**src/rtl/mlp_mac_sequencer.sv**
```systemverilog
// mlp_mac_sequencer: holds one input vector and N_NEURONS weight vectors and
// streams them, one inp/weight pair per cycle, into an external MAC_unit for
// each neuron in turn. The Sigmoid_unit result of every neuron is captured and
// presented as a valid-qualified output, and done pulses after the last neuron.
module mlp_mac_sequencer #(
    parameter int unsigned DATA_WIDTH = 8,
    parameter int unsigned S1_NUM     = 4,
    parameter int unsigned N_NEURONS  = 2,
    localparam int unsigned AW = ($clog2(N_NEURONS * S1_NUM) > 0) ? $clog2(N_NEURONS * S1_NUM) : 1,
    localparam int unsigned IW = ($clog2(N_NEURONS) > 0) ? $clog2(N_NEURONS) : 1
) (
    input  logic                  clk,
    input  logic                  reset,
    input  logic                  wr_en,
    input  logic                  wr_sel,
    input  logic [AW-1:0]         wr_addr,
    input  logic [DATA_WIDTH-1:0] wr_data,
    input  logic                  start,
    output logic                  busy,
    output logic [DATA_WIDTH-1:0] mac_inp,
    output logic [DATA_WIDTH-1:0] mac_weight,
    output logic                  mac_enable,
    output logic                  mac_clr,
    input  logic                  mac_rdy,
    input  logic [DATA_WIDTH-1:0] act_in,
    output logic                  out_valid,
    output logic [IW-1:0]         out_idx,
    output logic [DATA_WIDTH-1:0] out_data,
    output logic                  done
);

    localparam int unsigned KW   = ($clog2(S1_NUM) > 0) ? $clog2(S1_NUM) : 1;
    localparam int unsigned NOPS = N_NEURONS * S1_NUM;

    typedef enum logic [2:0] {
        S_IDLE = 3'd0,
        S_CLR  = 3'd1,
        S_FEED = 3'd2,
        S_WAIT = 3'd3,
        S_CAP  = 3'd4,
        S_FIN  = 3'd5
    } state_e;

    state_e state_q, state_d;
    logic [IW-1:0] n_q, n_d;
    logic [KW-1:0] k_q, k_d;

    // Operand storage: input vector and flattened weights (neuron*S1_NUM + k).
    logic [DATA_WIDTH-1:0] inp_q [S1_NUM];
    logic [DATA_WIDTH-1:0] inp_d [S1_NUM];
    logic [DATA_WIDTH-1:0] w_q   [NOPS];
    logic [DATA_WIDTH-1:0] w_d   [NOPS];

    // Registered outputs.
    logic                  busy_q,       busy_d;
    logic [DATA_WIDTH-1:0] mac_inp_q,    mac_inp_d;
    logic [DATA_WIDTH-1:0] mac_weight_q, mac_weight_d;
    logic                  mac_enable_q, mac_enable_d;
    logic                  mac_clr_q,    mac_clr_d;
    logic                  out_valid_q,  out_valid_d;
    logic [IW-1:0]         out_idx_q,    out_idx_d;
    logic [DATA_WIDTH-1:0] out_data_q,   out_data_d;
    logic                  done_q,       done_d;

    logic                  cap_en;
    logic [AW-1:0]         w_idx;

    // Next-state, counters and operand writes (writes only accepted in IDLE).
    always_comb begin
        state_d = state_q;
        n_d     = n_q;
        k_d     = k_q;
        inp_d   = inp_q;
        w_d     = w_q;
        cap_en  = 1'b0;

        case (state_q)
            S_IDLE: begin
                if (wr_en) begin
                    if (!wr_sel) begin
                        for (int unsigned i = 0; i < S1_NUM; i++) begin
                            if (wr_addr == AW'(i)) begin
                                inp_d[i] = wr_data;
                            end
                        end
                    end else begin
                        for (int unsigned i = 0; i < NOPS; i++) begin
                            if (wr_addr == AW'(i)) begin
                                w_d[i] = wr_data;
                            end
                        end
                    end
                end
                if (start) begin
                    state_d = S_CLR;
                    n_d     = '0;
                end
            end
            S_CLR: begin
                k_d     = '0;
                state_d = S_FEED;
            end
            S_FEED: begin
                if (k_q == KW'(S1_NUM - 1)) begin
                    state_d = S_WAIT;
                end else begin
                    k_d = k_q + KW'(1);
                end
            end
            S_WAIT: begin
                if (mac_rdy) begin
                    state_d = S_CAP;
                    cap_en  = 1'b1;
                end
            end
            S_CAP: begin
                if (n_q == IW'(N_NEURONS - 1)) begin
                    state_d = S_FIN;
                end else begin
                    n_d     = n_q + IW'(1);
                    state_d = S_CLR;
                end
            end
            S_FIN: begin
                state_d = S_IDLE;
            end
            default: begin
                state_d = S_IDLE;
            end
        endcase
    end

    // Output decode from the next state so registered outputs line up with the state.
    always_comb begin
        busy_d       = (state_d != S_IDLE);
        mac_clr_d    = (state_d == S_CLR);
        mac_enable_d = (state_d == S_FEED);
        out_valid_d  = (state_d == S_CAP);
        done_d       = (state_d == S_FIN);
        w_idx        = AW'(n_d) * AW'(S1_NUM) + AW'(k_d);
        mac_inp_d    = '0;
        mac_weight_d = '0;
        out_idx_d    = out_idx_q;
        out_data_d   = out_data_q;

        if (state_d == S_FEED) begin
            mac_inp_d    = inp_q[k_d];
            mac_weight_d = w_q[w_idx];
        end
        // Activation is sampled while rdy is high, so it is valid during CAP.
        if (cap_en) begin
            out_data_d = act_in;
            out_idx_d  = n_q;
        end
    end

    // FSM state and counters.
    always_ff @(posedge clk or negedge reset) begin
        if (!reset) begin
            state_q <= S_IDLE;
            n_q     <= '0;
            k_q     <= '0;
        end else begin
            state_q <= state_d;
            n_q     <= n_d;
            k_q     <= k_d;
        end
    end

    // Operand registers and registered outputs; reset clears everything.
    always_ff @(posedge clk or negedge reset) begin
        if (!reset) begin
            for (int unsigned i = 0; i < S1_NUM; i++) begin
                inp_q[i] <= '0;
            end
            for (int unsigned i = 0; i < NOPS; i++) begin
                w_q[i] <= '0;
            end
            busy_q       <= 1'b0;
            mac_inp_q    <= '0;
            mac_weight_q <= '0;
            mac_enable_q <= 1'b0;
            mac_clr_q    <= 1'b0;
            out_valid_q  <= 1'b0;
            out_idx_q    <= '0;
            out_data_q   <= '0;
            done_q       <= 1'b0;
        end else begin
            inp_q        <= inp_d;
            w_q          <= w_d;
            busy_q       <= busy_d;
            mac_inp_q    <= mac_inp_d;
            mac_weight_q <= mac_weight_d;
            mac_enable_q <= mac_enable_d;
            mac_clr_q    <= mac_clr_d;
            out_valid_q  <= out_valid_d;
            out_idx_q    <= out_idx_d;
            out_data_q   <= out_data_d;
            done_q       <= done_d;
        end
    end

    assign busy       = busy_q;
    assign mac_inp    = mac_inp_q;
    assign mac_weight = mac_weight_q;
    assign mac_enable = mac_enable_q;
    assign mac_clr    = mac_clr_q;
    assign out_valid  = out_valid_q;
    assign out_idx    = out_idx_q;
    assign out_data   = out_data_q;
    assign done       = done_q;

endmodule

```
**config.mk**
```make
export PLATFORM = sky130hd
export DESIGN_NAME = mlp_mac_sequencer
export DESIGN_NICKNAME = d
export VERILOG_FILES = /design/src/rtl/mlp_mac_sequencer.sv
export SDC_FILE = /design/constraint.sdc
export NUM_CORES = 1
export LEC_CHECK = 0
export ABC_AREA = 0
export ABC_CLOCK_PERIOD_IN_PS = 3350
export CORE_AREA = 2 2 129 131
export CTS_CLUSTER_DIAMETER = 30
export CTS_CLUSTER_SIZE = 14
export DETAILED_ROUTE_END_ITERATION = 8
export DIE_AREA = 0 0 131 133
export MAX_ROUTING_LAYER = met4
export PLACE_DENSITY = 0.61
export SETUP_SLACK_MARGIN = 0.5
export SLEW_MARGIN = 40
export SYNTH_ARGS = -nofsm -noshare
export SYNTH_HDL_FRONTEND = slang
export SYNTH_SLANG_ARGS = --single-unit
```
**constraint.sdc**
```tcl
create_clock -name clk -period 3.35 [get_ports clk]
set_input_delay 0.335 -clock clk [delete_from_list [all_inputs] [get_ports clk]]
set_output_delay 0.335 -clock clk [all_outputs]
set_load 0.02 [all_outputs]
```
==> impl_metrics.prom, run 1 <==
# TYPE chip_impl_metric gauge
chip_impl_metric{name="die-width",unit="um"} 131
chip_impl_metric{name="dr_pass1_iterations",unit=""} 5
chip_impl_metric{name="post_route_setup_tns",unit="ns"} 0
chip_impl_info{name="cts.root.buffer_cell",value="sky130_fd_sc_hd__clkbuf_16"} 1
chip_impl_metric{name="cp.arrival",unit="ns"} 2.98
chip_impl_metric{name="synth.lib_cells_used.distinct",unit=""} 38
chip_impl_metric{name="crit_required",unit="ns"} 3.65
chip_impl_metric{name="finalWeightedCongestion",unit=""} 0.842
chip_impl_metric{name="initialDrtViolationCount",unit=""} 420
chip_impl_metric{name="hpwl",unit="um"} 10300
chip_impl_info{name="crit_path_start_kind",value="register"} 1
chip_impl_metric{name="critPathMaxFanout",unit=""} 18
chip_impl_metric{name="overflow",unit=""} 0
chip_impl_metric{name="cts_sinks",unit=""} 132
chip_impl_metric{name="power.leakage",unit="nW"} 3.56
chip_impl_metric{name="clk_pin_slew",unit="ns"} 0.06
chip_impl_metric{name="fin_skew",unit="ns"} 0.00796
chip_impl_metric{name="synth_cells",unit=""} 529
chip_impl_metric{name="count_of_pins_on_the_block_boundary",unit=""} 55
chip_impl_info{name="rsz_0062_raised_after_global_routing",value="no"} 1
chip_impl_metric{name="number_of_buffers_created_by_cts",unit=""} 17
chip_impl_metric{name="placed_cells_incl_taps",unit=""} 771
chip_impl_info{name="holdCritPathClass",value="in2async"} 1
chip_impl_metric{name="non_filler_instance_count_after_layout",unit=""} 804
chip_impl_metric{name="final-seq-area",unit="mm^2"} 0.00330
chip_impl_metric{name="worst_ir_drop_vdd",unit="V"} 0.000531
chip_impl_metric{name="globalRouteTotalUtil",unit="%"} 20.8
chip_impl_metric{name="multiInputGateArea",unit="mm^2"} 0.00281
chip_impl_metric{name="syn_avg_cell_area",unit="um^2"} 11.9
chip_impl_metric{name="synth-warning-count",unit=""} 0
chip_impl_metric{name="drt-vias-per-instance",unit=""} 5.68
chip_impl_metric{name="power-per-cell-area",unit="mW/mm^2"} 996
chip_impl_info{name="dominantRegCellSynth",value="sky130_fd_sc_hd__dfrtp_1"} 1
chip_impl_info{name="worst_setup_path_end_kind",value="register"} 1
chip_impl_metric{name="wl_per_cell",unit="um"} 20.1
chip_impl_metric{name="cts_buffer_depth",unit=""} 2
chip_impl_metric{name="synth_seq_cells",unit=""} 132
chip_impl_metric{name="post-route-min-period",unit="ns"} 2.68
chip_impl_metric{name="detailroute.via_count",unit=""} 4569
chip_impl_metric{name="synth_edf_count",unit=""} 0
chip_impl_metric{name="routed_wl",unit="um"} 16200
chip_impl_metric{name="cts.htree.levels",unit=""} 4
chip_impl_metric{name="finish.net_count",unit=""} 596
chip_impl_metric{name="totalPowerFinal",unit="mW"} 7.69
chip_impl_metric{name="num_rows",unit=""} 47
chip_impl_metric{name="first_global_vias",unit=""} 4748
chip_impl_metric{name="start_util",unit="%"} 39.1
chip_impl_metric{name="max_clk_rate",unit="MHz"} 373
chip_impl_metric{name="clk-insertion-delay-late",unit="ns"} 0.42
chip_impl_metric{name="antenna-diode-count",unit=""} 0
chip_impl_metric{name="drive_above_1_share",unit="%"} 28.6
chip_impl_metric{name="fraction_of_the_yosys_area_taken_by_sequential_cells",unit="%"} 52.3
chip_impl_metric{name="min_period_over_period",unit="%"} 80.0
chip_impl_metric{name="fin_worst_hold_slack",unit="ns"} 0.493
chip_impl_info{name="cts_tree",value="yes"} 1
chip_impl_metric{name="area_of_the_mapped_netlist",unit="mm^2"} 0.00632
chip_impl_metric{name="async_flop_share",unit="%"} 100
chip_impl_metric{name="final_report_setup_violation_count",unit=""} 0
chip_impl_metric{name="synthesized_nets",unit=""} 554
chip_impl_metric{name="timing.final.hold_violations",unit=""} 0
chip_impl_metric{name="buffer_ports.inserted",unit=""} 54
chip_impl_metric{name="nFillCells",unit=""} 1440
chip_impl_metric{name="cts_resized",unit=""} 0
chip_impl_metric{name="grt_max_degree",unit=""} 74
chip_impl_metric{name="core",unit="mm^2"} 0.0162
chip_impl_metric{name="layout.core_utilization",unit="%"} 47.8
chip_impl_metric{name="slew-limit-headroom",unit="%"} 52.7
chip_impl_metric{name="total_die_area",unit="mm^2"} 0.0174
chip_impl_info{name="timing.setup.critical_path_class",value="reg2reg"} 1
chip_impl_metric{name="detail_route.drc_violations",unit=""} 0
chip_impl_metric{name="area.growth.synth_to_final",unit="%"} 22.2
chip_impl_metric{name="ant_nets",unit=""} 0
chip_impl_metric{name="cap_violations",unit=""} 0
chip_impl_metric{name="die_h",unit="um"} 133
chip_impl_metric{name="post-cts-setup-buffer-count",unit=""} 0
chip_impl_info{name="outcome",value="finished clean"} 1
chip_impl_metric{name="tightestPinTransition",unit="ns"} 0.710
chip_impl_metric{name="grt_pass1_wl",unit="um"} 26500
chip_impl_metric{name="finalMaxSlewViolations",unit=""} 0
chip_impl_metric{name="grt_antenna_before_repair",unit=""} 0
==> worst max-delay path, cell delays in order, from the launching register on <==
cell	delay, ns
sky130_fd_sc_hd__dfrtp_1	0.54
sky130_fd_sc_hd__nor4b_1	0.61
sky130_fd_sc_hd__buf_4	0.22
sky130_fd_sc_hd__and3_1	0.22
sky130_fd_sc_hd__nand3_1	0.50
sky130_fd_sc_hd__mux2_2	0.47
==> synthesized netlist by cell type (2+ instances only) <==
cell type                  number  area [um^2]
sky130_fd_sc_hd__dfrtp_1      132         3300
sky130_fd_sc_hd__mux2_2       104         1170
sky130_fd_sc_hd__clkbuf_1      34          128
sky130_fd_sc_hd__nor3_1        34          170
sky130_fd_sc_hd__nor2_1        21         78.8
sky130_fd_sc_hd__o21ai_0       19         95.1
sky130_fd_sc_hd__a21oi_1       18         90.1
sky130_fd_sc_hd__nand2_1       17         63.8
sky130_fd_sc_hd__nand2b_1      17          106
sky130_fd_sc_hd__a21o_1        16          120
sky130_fd_sc_hd__a22oi_1       16          120
sky130_fd_sc_hd__a41oi_1       16          140
sky130_fd_sc_hd__o221ai_1      16          140
sky130_fd_sc_hd__and3_1        11         68.8
sky130_fd_sc_hd__and2_1         8         50.1
sky130_fd_sc_hd__mux4_2         8          180
sky130_fd_sc_hd__buf_2          5         25.0
sky130_fd_sc_hd__nand3_1        5         25.0
sky130_fd_sc_hd__inv_1          4         15.0
sky130_fd_sc_hd__buf_1          3         11.3
sky130_fd_sc_hd__buf_6          3         33.8
sky130_fd_sc_hd__nor2b_1        3         18.8
sky130_fd_sc_hd__or3b_2         3         26.3
sky130_fd_sc_hd__nand3b_1       2         15.0
==> cells by family after synthesis <==
family	count (synthesis)	share of synthesized area, %
flops	132	52.3
compound gates	105	11.7
buf+inv	50	3.42
mux	112	21.4
simple gates	130	11.2
==> routing by layer <==
metal / part of all wire [%] / vias to the layer above / global-route usage [%]
met1: 44 / 2345 / 28.7
met5: 0 / - / -
met3: 5.7 / 26 / 5.18
met4: 1.8 / 0 / 6.97
met2: 48 / 156 / 30.0
li1: - / 2042 / -
==> power by group <==
group          internal (mW)  switching [mW]
Sequential              2.21           0.425
Clock                   1.38           0.673
Combinational           1.43            1.57
==> what timing repair did <==
action	in CTS	in global routing
hold endpoints to repair	71	0
hold buffers	1	0
setup endpoints to repair	0	0
==> layout by cell type, fill, tap and decap left out, drive strengths merged, types with 5 or more instances in the layout <==
master and n:
a22oi 17, o21ai 20, a21o 16, buf 14
nand2 17, nand3 5, mux4 8, clkbuf 24
mux2 104, clkdlybuf4s50 53, and3 11, a21oi 18
dfrtp 132, a41oi 16, and2 8, o221ai 16
nand2b 17, nor3 34, nor2 21
==> flip-flops by register name, summed over array words and instances (netlist names) <==
signal	count
mac_clr	1
w_q	64
mac_enable	1
mac_inp	8
done	1
out_valid	1
state_q	3
busy	1
out_idx	1
out_data	8
inp_q	32
mac_weight	8
n_q	1
k_q	2
==> worst paths after layout <==
path	start	slack, ns	endpoint	cells after the start
max in group asynchronous	reset	1.92	w_q[3]$_DFFE_PN0P_	3
setup / recovery	state_q[1]$_DFF_PN0_	0.67	w_q[7]$_DFFE_PN0P_	5
hold reg to reg	inp_q[3]$_DFFE_PN0P_	0.50	inp_q[3]$_DFFE_PN0P_	1
hold / removal	reset	0.49	inp_q[23]$_DFFE_PN0P_	2
setup reg to reg	state_q[1]$_DFF_PN0_	0.67	w_q[7]$_DFFE_PN0P_	5
min in group clk	inp_q[3]$_DFFE_PN0P_	0.50	inp_q[3]$_DFFE_PN0P_	1
==> stage by stage <==
step,setup slack (ns),area [um^2]
2_1_floorplan,1.22,6320
3_3_place_gp,0.459,7050
3_5_place_dp,0.525,7050
4_1_cts,0.676,7720
5_1_grt,0.550,7720
6_report,0.669,7720
==> cell type report <==
type                            instances  area share (%)
Sequential cell                       132            42.8
Multi-Input combinational cell        347            36.4
Timing Repair Buffer                   68            8.41
Clock buffer                           24            6.76
Tap cell                              220            3.56
Clock inverter                          8            1.85
Inverter                                5           0.243
Power figures use the tool's default switching activity.
==> inputs of run 2 (changes only) <==
Settings changed: ABC_CLOCK_PERIOD_IN_PS 3350 to 2750.
Clock period 3.35 ns to 2.75 ns, I/O delays scaled along.
==> run 2 against run 1 <==
Compared with the run above:
- design area increased by 1.2%
- non-clock buffer count rose by 5
- power increased by 22%
- clock skew about the same
- count of clock-buffer cells in the layout fell by 3
- combinational power up 28%
- final cell count up 0.37%
- sequential power is 20% higher
- sequential share of layout area is 0.48 points lower
- flip-flop and latch count unchanged
- critical path type unchanged
==> impl_metrics.prom, run 2 (synthesis results as in run 1) <==
# TYPE chip_impl_metric gauge
chip_impl_metric{name="final_report_setup_violation_count",unit=""} 0
chip_impl_info{name="cts_tree",value="yes"} 1
chip_impl_metric{name="cap_violations",unit=""} 0
chip_impl_metric{name="number_of_buffers_created_by_cts",unit=""} 17
chip_impl_metric{name="clkPwrFrac",unit="%"} 25.0
chip_impl_metric{name="totalPowerFinal",unit="mW"} 9.35
chip_impl_metric{name="hpwl",unit="um"} 10300
chip_impl_metric{name="fin_skew",unit="ns"} 0.00762
chip_impl_metric{name="max_reg_flops",unit=""} 64
chip_impl_metric{name="comb_power_share",unit="%"} 41.0
chip_impl_info{name="rsz_0062_raised_after_global_routing",value="yes"} 1
chip_impl_metric{name="clk_pin_slew",unit="ns"} 0.05
chip_impl_metric{name="min_period_over_period",unit="%"} 79.1
chip_impl_metric{name="layout.core_utilization",unit="%"} 48.3
chip_impl_info{name="crit_path_start_kind",value="register"} 1
chip_impl_info{name="registers_with_the_most_flip_flops",value="w_q: 64 flops, inp_q: 32 flops"} 1
chip_impl_info{name="worst_setup_path_end_kind",value="register"} 1
chip_impl_info{name="timing.setup.critical_path_class",value="reg2reg"} 1
chip_impl_metric{name="cp_slowest_stage_delay",unit="ns"} 0.38
chip_impl_metric{name="cp.arrival",unit="ns"} 2.47
chip_impl_metric{name="clk-insertion-delay-late",unit="ns"} 0.42
chip_impl_info{name="cts.root.buffer_cell",value="sky130_fd_sc_hd__clkbuf_16"} 1
chip_impl_metric{name="worstPathBufferInverterCount",unit=""} 2
chip_impl_metric{name="ant_nets",unit=""} 0
chip_impl_metric{name="p_switching",unit="mW"} 3.32
chip_impl_metric{name="total_die_area",unit="mm^2"} 0.0174
chip_impl_metric{name="cts.htree.levels",unit=""} 4
chip_impl_metric{name="critPathMaxFanout",unit=""} 31
chip_impl_info{name="critical-path-slowest-cell",value="sky130_fd_sc_hd__dfrtp_1"} 1
chip_impl_metric{name="tightestPinTransition",unit="ns"} 0.756
chip_impl_info{name="cp_cell_sequence",value="buf_4, nor4b_4, buf_4, and3_1, nand3_2, mux2_2"} 1
chip_impl_metric{name="first_global_vias",unit=""} 4696
chip_impl_info{name="cpMostUsedCell",value="sky130_fd_sc_hd__buf_4"} 1
chip_impl_info{name="most-common-layout-cells",value="131 x sky130_fd_sc_hd__dfrtp_1, 104 x sky130_fd_sc_hd__mux2_2, 53 x sky130_fd_sc_hd__clkdlybuf4s50_1"} 1
chip_impl_metric{name="layout_setup_ws",unit="ns"} 0.574
chip_impl_metric{name="antenna-diode-count",unit=""} 0
chip_impl_metric{name="power.leakage",unit="nW"} 3.59
chip_impl_metric{name="area.growth.synth_to_final",unit="%"} 23.6
chip_impl_metric{name="worst_ir_drop_vdd",unit="V"} 0.000628
chip_impl_metric{name="drt-vias-per-instance",unit=""} 5.72
chip_impl_info{name="regMostFlops",value="w_q"} 1
chip_impl_metric{name="timing.final.hold_violations",unit=""} 0
chip_impl_metric{name="drive_above_1_share",unit="%"} 31.7
chip_impl_metric{name="detailedPlace.worstSlack",unit="ns"} 0.219
chip_impl_metric{name="grt_max_degree",unit=""} 65
chip_impl_metric{name="finalWeightedCongestion",unit=""} 0.828
chip_impl_metric{name="detailroute.via_count",unit=""} 4614
chip_impl_metric{name="die_h",unit="um"} 133
chip_impl_metric{name="finalMaxSlewViolations",unit=""} 0
chip_impl_metric{name="power_frac_seq",unit="%"} 34.0
chip_impl_metric{name="post-route-min-period",unit="ns"} 2.18
chip_impl_metric{name="dr_pass1_iterations",unit=""} 5
chip_impl_info{name="final_common_cell",value="sky130_fd_sc_hd__dfrtp_1"} 1
chip_impl_info{name="crit_family",value="simple AND/OR/NAND/NOR gates"} 1
chip_impl_metric{name="wl_per_cell",unit="um"} 20.3
chip_impl_metric{name="core",unit="mm^2"} 0.0162
chip_impl_info{name="outcome",value="finished clean"} 1
chip_impl_metric{name="overflow",unit=""} 0
chip_impl_metric{name="power-per-cell-area",unit="mW/mm^2"} 1200
chip_impl_metric{name="start_util",unit="%"} 39.1
chip_impl_metric{name="cts_buffer_depth",unit=""} 2
chip_impl_metric{name="switching_share",unit="%"} 35.5
chip_impl_metric{name="grt_antenna_before_repair",unit=""} 0
chip_impl_metric{name="cellInternalPower",unit="mW"} 6.03
chip_impl_metric{name="cts_sinks",unit=""} 132
chip_impl_metric{name="fin_worst_hold_slack",unit="ns"} 0.405
chip_impl_metric{name="count_of_pins_on_the_block_boundary",unit=""} 55
chip_impl_metric{name="grt_pass1_wl",unit="um"} 26400
chip_impl_metric{name="detail_route.drc_violations",unit=""} 0
chip_impl_metric{name="post_route_setup_tns",unit="ns"} 0
chip_impl_metric{name="finish.net_count",unit=""} 601
chip_impl_metric{name="routed_wl",unit="um"} 16400
chip_impl_metric{name="globalRouteTotalUtil",unit="%"} 20.7
chip_impl_metric{name="buffer_ports.inserted",unit=""} 54
chip_impl_metric{name="crit_required",unit="ns"} 3.05
chip_impl_metric{name="initialDrtViolationCount",unit=""} 397
chip_impl_info{name="holdCritPathClass",value="in2async"} 1
chip_impl_metric{name="max_clk_rate",unit="MHz"} 460
chip_impl_metric{name="num_rows",unit=""} 47
chip_impl_metric{name="die-width",unit="um"} 131
chip_impl_metric{name="slew-limit-headroom",unit="%"} 49.5
==> run 2: through the flow <==
step                instances  area, um^2
global placement          773        7080
floorplan                 529        6320
global route              807        7810
CTS                       804        7760
detailed placement        773        7080
finish                    807        7810
==> run 2: repair_timing <==
item,4_1_cts,5_1_grt
setup endpoints to repair,112,87
resized for setup,21,6
pin swaps,0,1
setup buffers,0,3
hold buffers,1,0
endpoints found under the hold margin,62,0
==> run 2: path summary, 6_finish.rpt <==
check	startpoint	to	slack, ns	depth (start not counted)
worst min-delay path	reset	out_data[4]$_DFFE_PN0P_	0.40	2
max in group asynchronous	reset	state_q[1]$_DFF_PN0_	1.60	3
worst max-delay path	state_q[0]$_DFF_PN0_	w_q[5]$_DFFE_PN0P_	0.57	6
worst max register to register	state_q[0]$_DFF_PN0_	w_q[5]$_DFFE_PN0P_	0.57	6
worst min register to register	inp_q[13]$_DFFE_PN0P_	inp_q[13]$_DFFE_PN0P_	0.50	1
min in group clk	act_in[1]	out_data[1]$_DFFE_PN0P_	0.47	2
==> run 2: metal layers <==
metal / track usage [%] / up-vias / share of wire, %
met5: - / - / 0
met4: 7.03 / 0 / 1.9
met3: 4.61 / 24 / 6.0
met2: 31.2 / 168 / 49
met1: 27.8 / 2367 / 43
li1: - / 2055 / -
==> run 2: area by class of cell <==
| cell class | count | area, um^2 |
|---|---|---|
| Fill cell | 1415 | 8360 |
| Inverter | 5 | 22.5 |
| Sequential cell | 132 | 3300 |
| Tap cell | 220 | 275 |
| Clock buffer | 21 | 450 |
| Clock inverter | 9 | 155 |
| Multi-Input combinational cell | 347 | 2900 |
| Timing Repair Buffer | 73 | 703 |
==> run 2: power groups by stage <==
stage | clock network [mW] | registers, mW | logic, mW
floorplan | 0 | 3.22 | 2.48
global placement | 0 | 3.15 | 3.66
detailed placement | 0 | 3.18 | 3.73
CTS | 2.38 | 3.17 | 3.80
global route | 2.49 | 3.26 | 4.15
finish | 2.34 | 3.18 | 3.83
